$ cat config.mk
export PLATFORM = sky130hd
export DESIGN_NAME = irq_vector_ctrl
export DESIGN_NICKNAME = d
export VERILOG_FILES = /design/src/rtl/irq_pkg.sv /design/src/rtl/req_filter.sv /design/src/rtl/irq_vector_ctrl.sv
export SDC_FILE = /design/constraint.sdc
export NUM_CORES = 1
export LEC_CHECK = 0
export ABC_AREA = 1
export CAP_MARGIN = 20
export CORE_ASPECT_RATIO = 1.1
export CORE_MARGIN = 2
export CORE_UTILIZATION = 53
export DETAILED_ROUTE_END_ITERATION = 10
export MAX_ROUTING_LAYER = met4
export PLACE_DENSITY_LB_ADDON = 0.1
export SYNTH_ARGS = -nofsm -noshare
export SYNTH_HDL_FRONTEND = slang
export SYNTH_SLANG_ARGS = --single-unit
$ cat constraint.sdc
create_clock -name clk -period 2.65 [get_ports clk]
set_clock_uncertainty 0.2 [all_clocks]
set_input_delay 0.265 -clock clk [delete_from_list [all_inputs] [get_ports clk]]
set_output_delay 0.265 -clock clk [all_outputs]
set_load 0.05 [all_outputs]
$ cat src/rtl/irq_pkg.sv
// -----------------------------------------------------------------------------
// irq_pkg
//
// Shared definitions for the interrupt vector controller:
//   - LVL_W / NLVL : width of a priority level and number of levels
//   - state_t      : handshake FSM states (IDLE, PEND)
//   - msb_t        : result of msb8, the highest set bit of an 8-bit mask
//   - msb8()       : priority search used for the in-service register
// -----------------------------------------------------------------------------
package irq_pkg;

    localparam int LVL_W = 3;
    localparam int NLVL  = 8;

    typedef enum logic {
        IDLE = 1'b0,
        PEND = 1'b1
    } state_t;

    // valid is 0 when the mask is all zeros; idx is then 0 and meaningless.
    typedef struct packed {
        logic             valid;
        logic [LVL_W-1:0] idx;
    } msb_t;

    // Index of the highest set bit; later (higher) bits overwrite earlier ones.
    function automatic msb_t msb8(input logic [NLVL-1:0] mask);
        msb_t res;
        res.valid = 1'b0;
        res.idx   = '0;
        for (int i = 0; i < NLVL; i++) begin
            if (mask[i]) begin
                res.valid = 1'b1;
                res.idx   = LVL_W'(i);
            end
        end
        return res;
    endfunction

endpackage

$ cat src/rtl/req_filter.sv
// -----------------------------------------------------------------------------
// req_filter
//
// Two-stage sampler on the priority encoder outputs. A request only becomes a
// candidate once two consecutive samples agree and both show a request, which
// rejects single-cycle glitches and code changes in flight.
//
// Ports:
//   clk        in  1  rising-edge clock
//   rst        in  1  synchronous active-high reset (samples -> "no request")
//   enc_a      in  3  active-low encoded level from the encoder
//   enc_gs_n   in  1  low when any request is active
//   cand_valid out 1  both samples agree and carry a request
//   cand_lvl   out 3  candidate level (7 = highest priority)
// -----------------------------------------------------------------------------
module req_filter
    import irq_pkg::*;
(
    input  logic             clk,
    input  logic             rst,
    input  logic [LVL_W-1:0] enc_a,
    input  logic             enc_gs_n,
    output logic             cand_valid,
    output logic [LVL_W-1:0] cand_lvl
);

    // {gs_n, code}; the reset value encodes "no request".
    localparam logic [LVL_W:0] SAMP_IDLE = {1'b1, {LVL_W{1'b1}}};

    logic [LVL_W:0] samp_p0;
    logic [LVL_W:0] samp_p1;

    // Stage p0: first sample, stage p1: second sample.
    always_ff @(posedge clk) begin
        if (rst) begin
            samp_p0 <= SAMP_IDLE;
            samp_p1 <= SAMP_IDLE;
        end else begin
            samp_p0 <= {enc_gs_n, enc_a};
            samp_p1 <= samp_p0;
        end
    end

    // Comparing the full {gs_n, code} word also covers a gs_n mismatch.
    assign cand_valid = ~samp_p0[LVL_W] & (samp_p0 == samp_p1);
    assign cand_lvl   = ~samp_p0[LVL_W-1:0];

endmodule

$ cat src/rtl/irq_vector_ctrl.sv
// -----------------------------------------------------------------------------
// irq_vector_ctrl
//
// Registered interrupt controller behind an 8-to-3 active-low priority encoder.
// Filters the encoder output, presents one interrupt at a time with a stable
// vector, runs an irq/ack handshake and tracks nesting in an 8-bit in-service
// register. Only a level strictly above the highest in-service level may be
// raised; eoi retires the highest in-service level.
//
// Parameters:
//   VEC_BASE   upper 5 bits of the delivered vector
//
// Ports:
//   clk       in  1  rising-edge clock
//   rst       in  1  synchronous active-high reset
//   enc_a     in  3  active-low encoded request (level = ~enc_a)
//   enc_gs_n  in  1  low when a request is active
//   ack       in  1  CPU accepts the pending interrupt
//   eoi       in  1  end-of-interrupt pulse
//   irq       out 1  interrupt pending
//   vector    out 8  {VEC_BASE, level}
//   isr       out 8  in-service register
//   busy      out 1  isr is non-zero
// -----------------------------------------------------------------------------
module irq_vector_ctrl
    import irq_pkg::*;
#(
    parameter logic [4:0] VEC_BASE = 5'b00000
) (
    input  logic       clk,
    input  logic       rst,
    input  logic [2:0] enc_a,
    input  logic       enc_gs_n,
    input  logic       ack,
    input  logic       eoi,
    output logic       irq,
    output logic [7:0] vector,
    output logic [7:0] isr,
    output logic       busy
);

    logic             cand_valid;
    logic [LVL_W-1:0] cand_lvl;

    state_t           state_q;
    state_t           state_nxt;
    logic [LVL_W-1:0] lvl_q;
    logic [LVL_W-1:0] lvl_nxt;
    logic             irq_q;
    logic             irq_nxt;
    logic [NLVL-1:0]  isr_q;
    logic [NLVL-1:0]  isr_nxt;
    logic             busy_q;

    msb_t             isr_top;
    logic             eligible;

    req_filter u_filter (
        .clk        (clk),
        .rst        (rst),
        .enc_a      (enc_a),
        .enc_gs_n   (enc_gs_n),
        .cand_valid (cand_valid),
        .cand_lvl   (cand_lvl)
    );

    // Nesting rule: a candidate must outrank everything already in service.
    assign isr_top  = msb8(isr_q);
    assign eligible = cand_valid & (~isr_top.valid | (cand_lvl > isr_top.idx));

    always_ff @(posedge clk) begin
        if (rst) begin
            state_q <= IDLE;
        end else begin
            state_q <= state_nxt;
        end
    end

    always_comb begin
        state_nxt = state_q;
        lvl_nxt   = lvl_q;
        irq_nxt   = irq_q;
        isr_nxt   = isr_q;

        // eoi acts on the old isr first; an ack in the same cycle then sets
        // its own bit on top of that, so both land on the same edge.
        if (eoi && isr_top.valid) begin
            isr_nxt[isr_top.idx] = 1'b0;
        end

        case (state_q)
            IDLE: begin
                if (eligible) begin
                    state_nxt = PEND;
                    lvl_nxt   = cand_lvl;
                    irq_nxt   = 1'b1;
                end
            end
            PEND: begin
                if (ack) begin
                    // Commit the latched level even if the request is gone.
                    isr_nxt[lvl_q] = 1'b1;
                    irq_nxt        = 1'b0;
                    state_nxt      = IDLE;
                end else if (eligible && (cand_lvl > lvl_q)) begin
                    lvl_nxt = cand_lvl;
                end
            end
            default: begin
                state_nxt = IDLE;
                irq_nxt   = 1'b0;
            end
        endcase
    end

    // Output register stage: every output comes straight from a flop.
    always_ff @(posedge clk) begin
        if (rst) begin
            lvl_q  <= '0;
            irq_q  <= 1'b0;
            isr_q  <= '0;
            busy_q <= 1'b0;
        end else begin
            lvl_q  <= lvl_nxt;
            irq_q  <= irq_nxt;
            isr_q  <= isr_nxt;
            busy_q <= |isr_nxt;
        end
    end

    assign irq    = irq_q;
    assign vector = {VEC_BASE, lvl_q};
    assign isr    = isr_q;
    assign busy   = busy_q;

endmodule

==> impl_metrics.csv <==
group,metric,value,unit
grt,grt_antenna_before_repair,0,
sta,rsz0062_at_grt,"false",
synth,synth.top_cell.area_share,37.65,%
synth,syn_area,1170,sq um
power,power_frac_seq,50.8,%
synth,ys_seq_elements,22,
route,antenna_left,0,
finish,stdcell_count,221,
clock_network,ctsLongestPathBuffers,2,
sta,fin_crit_sh,79.72,%
critical_path,cp_num_buf_inv,1,
die,io-pin-count,26,
clock_network,cts_tree,"yes",
synth,synth_area_leaders,"dfxtp_1 38%, nand2_1 13%, inv_1 8.3%",
clock_network,clock-sinks,22,
grt,track_usage,22.97,%
route,drcViolationCount,0,
synth,yosysUniqueCellTypes,26,
synth,synth_xor_area_share,0,%
finish,multi_input_comb_area,598.1,sq um
critical_path,slowest_stage,"clkdlybuf4s50_1",
die,die_y,53.28,microns
die,coreArea,2042,sq um
synth,synth-compound-area-share,9.733,%
route,drt-total-wl,2545,microns
finish,area_growth,22.35,%
synth,synth-simple-area-share,33.37,%
synth,synth_flop_cell,"dfxtp_1",
sta,slew_headroom,63.28,%
critical_path,crit_path_start_kind,"flip-flop",
synth,async_flop_share,0,%
die,start_util,57.29,%
synth,synthDominantAreaCellType,"dfxtp_1",
power,pwr-share-comb,10.0,%
grt,grt_max_degree,16,
grt,gr-total-overflow,0,
die,dieArea,2600,sq um
critical_path,cp.depth,1,
synth,synth_edf_count,0,
synth,synth_mux_area_share,0,%
flow_run,maxCapViolations,0,
finish,regArea,440.4,sq um
power,p_switching,0.1588,mW
power,p_leak,0.7262,nW
clock_network,post_cts_resized,0,
placement,gp_congestion,0.9012,
synth,synth_commonest_cells,"42 x nand2_1, 26 x inv_1, 26 x nor2_1",
finish,n_antenna_cell,0,
placement,dp.cells,217,
critical_path,worstSetupEndpointType,"output pin",
route,vias,1061,
die,placement_rows,17,
critical_path,cp.arrival,1.65,ns
sta,max_freq,473.3,MHz
critical_path,crit_required,2.18,ns
sta,worst_slew_pin_slew,0.5491,ns
route,firstDrtPassIters,4,
grt,grt_pass1_wl,4319,microns
sta,finalMaxSlewViolations,0,
finish,drive_above_1_share,8.290,%
power,sw_frac_of_total,23.59,%
finish,finish.utilization,70.10,%
hold_path,whs_path_depth,1,
power,clkPwrFrac,39.2,%
finish,fillers,188,
sta,finalSetupTns,0,ns
clock_network,clock_latency,0.32,ns
critical_path,crit_fanout,7,
clock_network,cts_max_level,1,
synth,ys_warn_count,0,
clock_network,cts_root_buf,"clkbuf_4",
clock_network,postCtsSetupBuffers,0,
grt,grt_pass1_vias,983,
sta,setup_viol,0,
route,wl_per_cell,11.52,microns
clock_network,cts_hold_buf,0,
status,status,"complete, no violations",
synth,synth_fa_ha_area_share,6.417,%
critical_path,cp_slowest_stage_delay,0.85,ns
critical_path,rr_worst_depth,17,
route,via_per_inst,4.801,
clock_network,clk_pin_slew,0.12,ns
synth,synth_top_family_by_area,"simple AND/OR/NAND/NOR gates",
die,die_w,48.80,microns
power,ir_worst_vdd,0.0003459,V
route,first_iter_violations,30,
hold_path,hp-class,"flip-flop to flip-flop",
power,p_int,0.5142,mW
power,p_per_area,470.1,nW/um^2
critical_path,critical_path_class,"flip-flop to output pin",
sta,final.min_clock_period,2.113,ns
placement,dp_hpwl,1910,microns
synth,yosysSeqAreaShare,37.65,%
placement,io_buffers,20,
critical_path,crit_chain,"clkdlybuf4s50_1",
sta,hold_viol,0,
critical_path,crit_family,"buffers and inverters",
synth,avgSynthCellArea,6.841,sq um
clock_network,cts_made_buffers,3,
synth,yosysMostFrequentCell,"nand2_1",
finish,num-nets-final,208,
synth,synth_cells,171,
==> cells in the final DEF, fill, tap and decap left out <==
cell type | netlist | routed
nand2_1 | 42 | 42
inv_1 | 26 | 26
nor2_1 | 26 | 26
dfxtp_1 | 22 | 22
clkdlybuf4s50_1 | 0 | 20
nand3_1 | 10 | 10
a21oi_1 | 7 | 7
ha_1 | 6 | 6
or2_2 | 5 | 5
conb_1 | 1 | 5
a31oi_1 | 3 | 3
clkbuf_4 | 0 | 3
inv_2 | 2 | 2
o21bai_1 | 2 | 2
nand4_1 | 2 | 2
nand2_2 | 1 | 1
nor2_4 | 1 | 1
a211oi_1 | 1 | 1
nor3_1 | 1 | 1
or2_0 | 1 | 1
nor4_2 | 1 | 1
o21ai_0 | 1 | 1
o21ai_2 | 1 | 1
a21boi_0 | 1 | 1
o21a_1 | 1 | 1
a31o_2 | 1 | 1
bufinv_16 | 0 | 1
==> layout make-up <==
type                            count  area share (%)
Inverter                           28           7.343
Tap cell                           28           2.448
Timing Repair Buffer               20           13.99
Clock inverter                      1           2.098
Clock buffer                        3           1.573
Multi-Input combinational cell    119           41.78
Sequential cell                    22           30.77
==> state kept, by name, summed over array words and instances (netlist names) <==
name	cells
u_filter.samp_p0	4
state_q	1
isr	8
u_filter.samp_p1	4
lvl_q	3
irq	1
busy	1
==> power by group through the flow <==
| stage | clock (mW) | sequential [mW] | combinational (mW) |
|---|---|---|---|
| 2_1_floorplan | 0 | 0.351 | 0.0495 |
| 3_3_place_gp | 0 | 0.348 | 0.0654 |
| 3_5_place_dp | 0 | 0.349 | 0.0671 |
| 4_1_cts | 0.264 | 0.341 | 0.0675 |
| 5_1_grt | 0.282 | 0.342 | 0.0749 |
| 6_report | 0.264 | 0.342 | 0.0675 |
==> routing by layer <==
| layer | GRT usage, % | wire length [microns] |
|---|---|---|
| met2 | 35.84 | 1155 |
| met1 | 29.27 | 1241 |
| met4 | 12.38 | 55 |
| met3 | 3.107 | 92 |
| met5 | - | 0 |
==> through the flow <==
| stage | power (mW) | setup slack, ns | cell area (sq um) | hold WS, ns |
|---|---|---|---|---|
| 3_3_place_gp | 0.4138 | 0.6724 | 1379 | 0.2191 |
| 5_1_grt | 0.6997 | 0.3753 | 1431 | 0.2759 |
| 6_report | 0.6729 | 0.5374 | 1431 | 0.2587 |
| 3_5_place_dp | 0.4159 | 0.6212 | 1379 | 0.2279 |
| 2_1_floorplan | 0.4005 | 0.4460 | 1185 | 0.1688 |
| 4_1_cts | 0.6735 | 0.5395 | 1431 | 0.2592 |
==> cells by family after synthesis <==
family | count (synthesis)
adders and majority gates | 6
buffers and inverters | 34
DFF | 22
other | 1
and+or+nand+nor | 90
AOI/OAI and AO/OA | 18
==> final timing paths <==
check	startpoint	to	slack, ns
worst max-delay path	lvl_q[0]	vector[0]	0.54
worst min-delay path	u_filter.samp_p0[3]	u_filter.samp_p1[3]	0.26
worst max register to register	isr[2]	lvl_q[0]	0.59
worst min register to register	u_filter.samp_p0[3]	u_filter.samp_p1[3]	0.26
Power figures use the tool's default switching activity.
